## src/rtl/rf_dump_ctrl.sv

```systemverilog
// rf_dump_ctrl: streams x0..x31 from an rf read port (dump_ra/dump_rd) out as valid/ready words (out_addr/out_data/out_last) with busy/done status; define RF_DUMP_CSUM_EN to append an XOR checksum word
module rf_dump_ctrl (
  input  logic        clk,
  input  logic        rst,
  input  logic        start,
  output logic [4:0]  dump_ra,
  input  logic [31:0] dump_rd,
  output logic        out_valid,
  input  logic        out_ready,
  output logic [4:0]  out_addr,
  output logic [31:0] out_data,
  output logic        out_last,
  output logic        busy,
  output logic        done
);
  typedef enum logic [2:0] {IDLE, READ, SEND, FIN, CSUM} state_t;
  state_t state, nxt;
  logic [4:0] idx;
  logic hs, end_idx;
  assign hs = out_valid && out_ready;
  assign end_idx = idx == 5'd31;
  assign dump_ra = state == READ ? idx : 5'd0;
  assign busy = state != IDLE;
  assign done = state == FIN;
`ifdef RF_DUMP_CSUM_EN
  logic [31:0] acc;
  assign out_valid = state == SEND || state == CSUM;
`else
  assign out_valid = state == SEND;
`endif
  always_ff @(posedge clk or posedge rst) begin
    if (rst) state <= IDLE;
    else state <= nxt;
  end
  always_comb begin
    nxt = state;
    case (state)
      IDLE: nxt = start ? READ : IDLE;
      READ: nxt = SEND;
`ifdef RF_DUMP_CSUM_EN
      SEND: nxt = !hs ? SEND : end_idx ? CSUM : READ;
      CSUM: nxt = hs ? FIN : CSUM;
`else
      SEND: nxt = !hs ? SEND : end_idx ? FIN : READ;
`endif
      FIN: nxt = IDLE;
      default: nxt = IDLE;
    endcase
  end
  always_ff @(posedge clk or posedge rst) begin
    if (rst) begin
      idx <= '0;
      out_addr <= '0;
      out_data <= '0;
      out_last <= 1'b0;
`ifdef RF_DUMP_CSUM_EN
      acc <= '0;
`endif
    end else begin
      if (state == IDLE && start) begin
        idx <= '0;
`ifdef RF_DUMP_CSUM_EN
        acc <= '0;
`endif
      end
      if (state == READ) begin
        out_data <= dump_rd;
        out_addr <= idx;
`ifdef RF_DUMP_CSUM_EN
        out_last <= 1'b0;
        acc <= acc ^ dump_rd;
`else
        out_last <= end_idx;
`endif
      end
      if (state == SEND && hs) begin
        if (!end_idx) idx <= idx + 5'd1;
`ifdef RF_DUMP_CSUM_EN
        if (end_idx) begin
          out_data <= acc;
          out_addr <= '0;
        end
        out_last <= end_idx;
      end
      if (state == CSUM && hs) out_last <= 1'b0;
`else
        out_last <= 1'b0;
      end
`endif
    end
  end
endmodule

```

## config.mk

```make
export PLATFORM = sky130hd
export DESIGN_NAME = rf_dump_ctrl
export DESIGN_NICKNAME = d
export VERILOG_FILES = /design/src/rtl/rf_dump_ctrl.sv
export SDC_FILE = /design/constraint.sdc
export NUM_CORES = 1
export LEC_CHECK = 0
export BUFFER_PORTS_ARGS = -buffer_cell sky130_fd_sc_hd__buf_4
export CELL_PAD_IN_SITES_DETAIL_PLACEMENT = 2
export CELL_PAD_IN_SITES_GLOBAL_PLACEMENT = 2
export CORE_MARGIN = 8
export CORE_UTILIZATION = 24
export DETAILED_ROUTE_END_ITERATION = 16
export PLACE_DENSITY_LB_ADDON = 0.25
export SYNTH_ARGS = -nofsm -noshare
export SYNTH_HDL_FRONTEND = slang
export SYNTH_SLANG_ARGS = --single-unit
```

## constraint.sdc

```tcl
create_clock -name clk -period 1.8 [get_ports clk]
set_input_delay 0.09 -clock clk [delete_from_list [all_inputs] [get_ports clk]]
set_output_delay 0.09 -clock clk [all_outputs]
set_load 0.005 [all_outputs]
```

==> impl_metrics.tcl, run 1 <==
set metrics [dict create \
    status "finished, final reports clean" \
    dpl_cell_area_um2 2630 \
    design_area_um2 3090 \
    cp_num_buf_inv 1 \
    fin_crit_sh 0.968 \
    die_y_um 103 \
    grt_pass1_wl_um 10100 \
    p_leak_nw 1.70 \
    nets 353 \
    syn_nets 228 \
    grtUsageTotal 0.122 \
    fin_crit_ns 1.74 \
    tritoncts "built" \
    critPathSlowestCell "dfrtp_1" \
    antennaDiodeCount 0 \
    vias_per_cell 4.17 \
    tns_ns 0 \
    synth_area_per_cell_um2 9.61 \
    max_freq_mhz 574 \
    dp_hpwl_um 4200 \
    drt.antenna.violating_nets 0 \
    area_delta_synth_final_pct 69.0 \
    clock_path_buffers 2 \
    yosysSeqAreaShare 0.616 \
    p_clk_frac 0.146 \
    busiest_layer "met2" \
    power.share.switching 0.353 \
    utilization 0.408 \
    skew_ns 0.00568 \
    crit_path_max_fanout 5 \
    ys_warn_count 0 \
    cts-root-buf "clkbuf_8" \
    die_w_um 103 \
    critPathLaunch "idx[0]" \
    cpPeakStageDelay_ns 0.37 \
    path_cells "ha_2 -> and3_4 -> ha_4 -> and4bb_4 -> buf_12 -> and3b_1 -> a221o_1" \
    hold_slack_ns 0.0151 \
    p_per_area_nw_per_um2 1420 \
    cts_buffers 5 \
    clk_latency_ns 0.29 \
    vias 1737 \
    start_util 0.241 \
    grt_overflow_total 0 \
    cts_max_level 2 \
    synth_seq_cells 45 \
    syn_inst 190 \
    place_congestion 0.683 \
    p_int_w 0.00283 \
    required_ns 1.97 \
    endpoint_kind "flip-flop" \
    use_met3 0.0268 \
    finalSetupViolCount 0 \
    slew_violations 0 \
    hold_violations 0 \
    worst_ep_arrival_time_ns 1.92 \
    min_from "dump_rd[21]" \
    crit_type "reg -> reg" \
    combinationalPowerShare 0.463 \
    grt_use_met1 0.133 \
    numPortBuffers 81 \
    startpoint_type "flip-flop" \
    grt_pass1_vias 2030 \
    grt_max_degree 28 \
    antenna_found_initial 0 \
    r2r-start "idx[0]" \
    peakVddDrop_uv 511 \
    routed_wl_um 6390 \
    final_cell_mix "101 x nand2_1, 91 x buf_4, 45 x dfrtp_1, 32 x dlygate4sd3_1, 6 x clkbuf_8" \
    fp.coreArea_um2 7570 \
    wire_per_inst_um 15.3 \
    critPathTopFamily "simple AND/OR/NAND/NOR gates" \
    grt_setup_unrepaired "true" \
    hp-class "in -> reg" \
    slew_headroom 0.685 \
    drc_errors 0 \
    io_pins 82 \
    p_seq_frac 0.391 \
    final_layout_size_suffix_gt1_frac 0.362 \
    drv_cap 0 \
    path_clk_slew_ns 0.08 \
    syn_area_um2 1830 \
    drt_pass1_iterations 2 \
    grt_use_met2 0.234 \
    dieArea_um2 10700 \
    final_common_cell "nand2_1" \
    fp-row-count 32 \
    drt_iter0_markers 24 \
    p_switching_w 0.00154 \
    cts_sinks 45 \
    worstMarginPinSlew_ns 0.471 \
    fillCellCount 819 \
    synth_cell_types 27 \
]
[synth_stat cells]
master	instances	area [um^2]
nand2_1	101	379
and3b_1	1	8.76
and3_1	1	6.26
a21o_1	5	37.5
nand4_1	1	6.26
clkbuf_1	2	7.51
inv_1	3	11.3
o22ai_1	1	6.26
nor2b_4	1	13.8
dfrtp_1	45	1130
nor2b_1	1	6.26
mux2_2	1	11.3
and2_1	5	31.3
mux2i_1	1	10.0
nor2_1	1	3.75
and4bb_4	1	16.3
or2b_1	1	7.51
and2b_2	2	17.5
and2_2	1	7.51
or2_2	1	6.26
or3b_4	1	11.3
a21oi_1	1	5.00
ha_1	2	25.0
buf_2	6	30.0
a221o_1	1	10.0
a22o_2	2	20.0
o21ai_0	1	5.00
[tightest hold or removal path, stage by stage]
cell	delay (ns)
buf_4	0.08
nand2_1	0.05
nand2_1	0.06
[kinds of logic (layout without fill, tap and decap cells)]
kind of cell	after synthesis	after routing	synth area share
AO/OA/AOI/OAI	11	11	0.0459
AND/OR/NAND/NOR	119	119	0.286
flip-flops	45	45	0.616
adder cells (fa/ha/maj)	2	2	0.0137
buffers and inverters	11	136	0.0267
multiplexers	2	2	0.0116
[through the flow]
stage               worst slack, ns  total power [W]  std cells
floorplan                    0.0199          0.00256        190
global placement             0.0340          0.00362        373
detailed placement           0.0144          0.00370        373
CTS                        0.000867          0.00445        413
global route                -0.0142          0.00478        417
finish                       0.0569          0.00437        417
[cell type report]
cell class              instances  area [um^2]  area share
multi-input cells             134          672       0.218
repair buffers                126         1060       0.345
flip-flops and latches         45         1130       0.365
well taps                     102          128      0.0413
clock buffers                   7         86.3      0.0280
inverters                       3         11.3     0.00365
[layer usage]
metal	vias up	routed length (um)
met5	-	0
met4	0	65
met3	5	335
met2	42	3510
met1	852	2480
li1	838	-
[registers in the layout, indices dropped and copies added, names as in the netlist]
name / flops
idx: 5
out_addr: 5
state: 2
out_data: 32
out_last: 1
[path summary, 6_finish.rpt]
check                      cells after the start            to  slack (ns)
setup reg to reg                               7        idx[2]        0.06
max in group asynchronous                      4        idx[3]        0.90
hold / removal                                 3  out_data[21]        0.02
setup / recovery                               7        idx[2]        0.06
hold reg to reg                                2   out_data[6]        0.48
min in group asynchronous                      3  out_data[26]        0.39
[what timing repair did]
| item | CTS | global route |
|---|---|---|
| gates resized for setup | 3 | 0 |
| setup buffers | 1 | 4 |
| setup endpoints to repair | 2 | 2 |
| hold buffers | 32 | 0 |
| hold endpoints to repair | 50 | 0 |
| pin swaps | 4 | 3 |
[power by group through the flow]
stage / Sequential (W) / Clock, W / Combinational [W]
6_report: 0.00171 / 0.000637 / 0.00202
5_1_grt: 0.00177 / 0.000715 / 0.00229
4_1_cts: 0.00171 / 0.000685 / 0.00206
3_5_place_dp: 0.00173 / 0 / 0.00198
3_3_place_gp: 0.00171 / 0 / 0.00191
2_1_floorplan: 0.00173 / 0 / 0.000829
Note: power is estimated with default switching activity, not from simulation.
==> run 2, diff against run 1 <==
--- a/config.mk
+++ b/config.mk
@@ -9,7 +9,7 @@
 export CELL_PAD_IN_SITES_DETAIL_PLACEMENT = 2
 export CELL_PAD_IN_SITES_GLOBAL_PLACEMENT = 2
 export CORE_MARGIN = 8
-export CORE_UTILIZATION = 24
+export CORE_UTILIZATION = 26
 export DETAILED_ROUTE_END_ITERATION = 16
 export PLACE_DENSITY_LB_ADDON = 0.25
 export SYNTH_ARGS = -nofsm -noshare
==> constraint.sdc (replaced) <==
create_clock -name clk -period 1.7 [get_ports clk]
set_input_delay 0.085 -clock clk [delete_from_list [all_inputs] [get_ports clk]]
set_output_delay 0.085 -clock clk [all_outputs]
set_load 0.005 [all_outputs]
==> impl_metrics.tcl, run 2 (synthesis results as in run 1) <==
set metrics [dict create \
    final_layout_size_suffix_gt1_frac 0.364 \
    worstMarginPinSlew_ns 0.603 \
    area_delta_synth_final_pct 66.1 \
    place_congestion 0.750 \
    final_cell_mix "101 x nand2_1, 93 x buf_4, 45 x dfrtp_1, 30 x dlygate4sd3_1, 6 x clkbuf_8" \
    p_per_area_nw_per_um2 1520 \
    fin_ws_ns -0.0364 \
    vias 1755 \
    die_w_um 99.8 \
    slew_headroom 0.597 \
    fillCellCount 748 \
    die_y_um 99.8 \
    drv_cap 0 \
    worst_ep_arrival_time_ns 1.91 \
    critPathTopFamily "simple AND/OR/NAND/NOR gates" \
    hold_violations 0 \
    drt.antenna.violating_nets 0 \
    fin_crit_ns 1.74 \
    critPathSlowestCell "dfrtp_1" \
    fin_crit_sh 1.02 \
    grt_pass1_vias 2033 \
    antenna_found_initial 0 \
    clk_latency_ns 0.28 \
    path_clk_slew_ns 0.08 \
    grt_setup_unrepaired "true" \
    final_common_cell "nand2_1" \
    grt_pass1_wl_um 11200 \
    crit_path_max_fanout 5 \
    clock_path_buffers 2 \
    design_area_um2 3030 \
    io_pins 82 \
    fp.coreArea_um2 6790 \
    numPortBuffers 81 \
    max_freq_mhz 576 \
    drt_pass1_iterations 3 \
    reg.largest.list "out_data x32, idx x5, out_addr x5" \
    cts_buffers 5 \
    path_cells "ha_2 -> and3_4 -> ha_4 -> and4bb_4 -> nor2b_4 -> a221o_1" \
    drc_errors 0 \
    grtUsageTotal 0.142 \
    grt_max_degree 32 \
    status "finished with violations" \
    cp_num_buf_inv 0 \
    tritoncts "built" \
    endpoint_kind "flip-flop" \
    start_util 0.269 \
    violations "setup timing" \
    p_leak_nw 1.68 \
    crit_type "reg -> reg" \
    peakVddDrop_uv 539 \
    cts-root-buf "clkbuf_8" \
    skew_ns 0.00465 \
    hold_slack_ns 0.0162 \
    startpoint_type "flip-flop" \
    dp_hpwl_um 4500 \
    finalSetupViolCount 1 \
    vias_per_cell 4.29 \
    required_ns 1.87 \
    antennaDiodeCount 0 \
    cts_resized 0 \
    dpl_cell_area_um2 2630 \
    wire_per_inst_um 16.5 \
    top_register "out_data" \
    hp-class "in -> reg" \
    dieArea_um2 9960 \
    slew_violations 0 \
    drt_iter0_markers 22 \
    cpPeakStageDelay_ns 0.39 \
    nets 351 \
    cts_max_level 2 \
    fp-row-count 30 \
    grt_overflow_total 0 \
    routed_wl_um 6740 \
    largest_register_ff_count 32 \
    cts_sinks 45 \
]
-- run 2: cell types whose count changed in the layout (fill, tap and decap cells not counted), sizes merged --
cell,before,now
dlygate4sd3,32,30
-- run 2: worst min-delay path, cell delays in order --
cell and delay, ns:
buf_4 0.07, nand2_1 0.05, nand2_1 0.06
-- run 2: final timing paths --
| check | start | to | slack, ns | depth (start not counted) |
|---|---|---|---|---|
| min in group asynchronous | rst | out_data[25] | 0.44 | 3 |
| setup reg to reg | idx[0] | idx[2] | -0.04 | 6 |
| hold reg to reg | out_data[18] | out_data[18] | 0.48 | 2 |
| max in group asynchronous | rst | out_data[21] | 0.68 | 4 |
| hold / removal | dump_rd[4] | out_data[4] | 0.02 | 3 |
| setup / recovery | idx[0] | idx[2] | -0.04 | 6 |
-- run 2: layer usage --
metal  track usage  up-vias  share of wire
met5             0        -              0
met4        0.0314        0         0.0059
met3        0.0284        4          0.037
li1              -      835              -
met1         0.169      877           0.42
met2         0.256       39           0.54
-- run 2: final cells by class --
class,instances,area (um^2),share of cell area
Tap cell,96,120,0.0396
Timing Repair Buffer,124,1020,0.336
Inverter,3,11.3,0.00371
Sequential cell,45,1130,0.371
Multi-Input combinational cell,134,672,0.221
Clock buffer,7,86.3,0.0285
-- run 2: metrics by stage --
stage               total power (W)  setup WS, ns  utilization  cells  setup TNS (ns)
CTS                         0.00470       -0.0624        0.447    409         -0.0624
floorplan                   0.00271      -0.00846            -    190        -0.00846
global placement            0.00385       -0.0275        0.386    369         -0.0275
global route                0.00502        -0.101        0.447    409          -0.148
detailed placement          0.00394       -0.0581        0.386    369         -0.0581
finish                      0.00462       -0.0364        0.447    409         -0.0364
-- run 2: timing repair --
item | in CTS | in global routing
hold buffers | 30 | 0
gates cloned | 0 | 0
endpoints found under the setup margin | 2 | 4
hold endpoints to repair | 55 | 0
pin swaps | 2 | 2
setup buffers | 3 | 0
-- run 2: report_power, final --
part | total [W] | switching [W] | internal [W]
clock | 0.000663 | 0.000340 | 0.000323
combinational | 0.00216 | 0.00105 | 0.00111
sequential | 0.00180 | 0.000268 | 0.00153
==> run 3, diff against run 2 <==
--- a/config.mk
+++ b/config.mk
@@ -8,10 +8,11 @@
 export BUFFER_PORTS_ARGS = -buffer_cell sky130_fd_sc_hd__buf_4
 export CELL_PAD_IN_SITES_DETAIL_PLACEMENT = 2
 export CELL_PAD_IN_SITES_GLOBAL_PLACEMENT = 2
-export CORE_MARGIN = 8
+export CORE_MARGIN = 10
 export CORE_UTILIZATION = 26
 export DETAILED_ROUTE_END_ITERATION = 16
 export PLACE_DENSITY_LB_ADDON = 0.25
+export SETUP_SLACK_MARGIN = 0.05
 export SYNTH_ARGS = -nofsm -noshare
 export SYNTH_HDL_FRONTEND = slang
 export SYNTH_SLANG_ARGS = --single-unit
==> impl_metrics.tcl, run 3 (synthesis results as in run 1) <==
set metrics [dict create \
    startpoint_type "flip-flop" \
    grt_use_met2 0.242 \
    p_leak_nw 1.69 \
    p_switching_w 0.00171 \
    top_register "out_data" \
    combinationalPowerShare 0.467 \
    fp-row-count 30 \
    area_delta_synth_final_pct 67.1 \
    final_layout_size_suffix_gt1_frac 0.361 \
    cts_sinks 45 \
    reg.largest.list "out_data x32, idx x5, out_addr x5" \
    dp_hpwl_um 4620 \
    hp-class "in -> reg" \
    final_cell_mix "101 x nand2_1, 92 x buf_4, 45 x dfrtp_1, 33 x dlygate4sd3_1" \
    peakVddDrop_uv 519 \
    clock_path_buffers 2 \
    wire_per_inst_um 16.9 \
    hold_violations 0 \
    cts-root-buf "clkbuf_8" \
    grt_use_met1 0.150 \
    drt_iter0_markers 49 \
    p_seq_frac 0.393 \
    grt_max_degree 28 \
    layout.cells.non_filler 412 \
    slew_violations 0 \
    grt_pass1_vias 2152 \
    cts_buffers 5 \
    p_int_w 0.00293 \
    place_congestion 0.677 \
    nets 353 \
    crit_path_max_fanout 6 \
    dieArea_um2 10800 \
    start_util 0.269 \
    whs_path_depth 3 \
    fin_ws_ns -0.0670 \
    power.share.switching 0.369 \
    drt_pass1_iterations 4 \
    largest_register_ff_count 32 \
    cts_max_level 2 \
    p_per_area_nw_per_um2 1520 \
    antennaDiodeCount 0 \
    io_pins 82 \
    skew_ns 0.00593 \
    die_w_um 104 \
    fp.coreArea_um2 6790 \
    grt_setup_unrepaired "true" \
    clk_latency_ns 0.30 \
    required_ns 1.89 \
    tritoncts "built" \
    final_common_cell "nand2_1" \
    crit_type "reg -> reg" \
    p_clk_frac 0.140 \
    slew_headroom 0.689 \
    routed_wl_um 6960 \
    die_y_um 104 \
    grtUsageTotal 0.132 \
    grt_pass1_wl_um 11600 \
    status "finished with violations" \
    finalSetupViolCount 2 \
    dp.cells 368 \
    path_clk_slew_ns 0.08 \
    r2r_cells 6 \
    worst_ep_arrival_time_ns 1.95 \
    drt.antenna.violating_nets 0 \
    vias_per_cell 4.28 \
    numPortBuffers 81 \
    drv_cap 0 \
    fillCellCount 746 \
    grt_overflow_total 0 \
    fin_crit_ns 1.77 \
    endpoint_kind "flip-flop" \
    use_met3 0.0254 \
    fin_crit_sh 1.04 \
    cts_resized 0 \
    max_freq_mhz 566 \
    violations "setup timing" \
    vias 1763 \
    worstMarginPinSlew_ns 0.465 \
    place_ws_ns -0.0538 \
    drc_errors 0 \
    busiest_layer "met2" \
    antenna_found_initial 0 \
]
-- run 3: cell count changes in the layout (fill, tap and decap cells not counted), sizes merged --
cell	delta
clkinv	+2
dlygate4sd3	+3
buf	-1
clkbuf	-1
-- run 3: through the flow --
step | setup TNS, ns | hold WS, ns | total power (W) | cell area (um^2) | util
2_1_floorplan | -0.00846 | 0.190 | 0.00271 | 1850 | -
3_3_place_gp | -0.0194 | 0.134 | 0.00382 | 2620 | 0.385
3_5_place_dp | -0.0598 | 0.133 | 0.00393 | 2620 | 0.385
4_1_cts | -0.0408 | 0.00482 | 0.00469 | 3050 | 0.448
5_1_grt | -0.224 | 0.0343 | 0.00507 | 3050 | 0.449
6_report | -0.0732 | 0.00842 | 0.00464 | 3050 | 0.449
-- run 3: layout make-up --
class	instances	area (um^2)	area share
Multi-Input combinational cell	134	672	0.220
Timing Repair Buffer	126	1040	0.341
Tap cell	96	120	0.0393
Clock buffer	6	72.6	0.0238
Sequential cell	45	1130	0.369
Inverter	3	11.3	0.00369
Clock inverter	2	10.0	0.00328
-- run 3: power groups by stage --
stage	Combinational [W]	Clock (W)	Sequential [W]
finish	0.00217	0.000651	0.00182
global route	0.00247	0.000714	0.00189
CTS	0.00219	0.000685	0.00181
detailed placement	0.00209	0	0.00184
global placement	0.00202	0	0.00181
floorplan	0.000878	0	0.00184
-- run 3: metal layers --
layer	part of all wire	wire (um)
met5	0	0
met4	0.014	100
met3	0.036	249
met2	0.53	3680
met1	0.42	2930
-- run 3: repair_timing --
item,CTS,global route
pin swaps,0,2
hold buffers,33,0
setup buffers,2,1
hold endpoints to repair,50,0
endpoints found under the setup margin,5,5
-- run 3: worst paths after layout --
| path | start | endpoint | slack, ns |
|---|---|---|---|
| max | idx[1] | idx[2] | -0.07 |
| min | out_ready | state[0] | 0.008 |
| max reg2reg | idx[1] | idx[2] | -0.07 |
| min reg2reg | out_data[22] | out_data[22] | 0.48 |
| max in group asynchronous | rst | out_data[24] | 0.83 |
| min in group asynchronous | rst | out_data[20] | 0.37 |
-- run 3: critical path, cell delays in order, from the launching register on --
cell	delay [ns]
dfrtp_1	0.40
ha_2	0.20
and3_4	0.18
ha_4	0.15
and4bb_4	0.35
nor2b_4	0.06
a221o_1	0.31
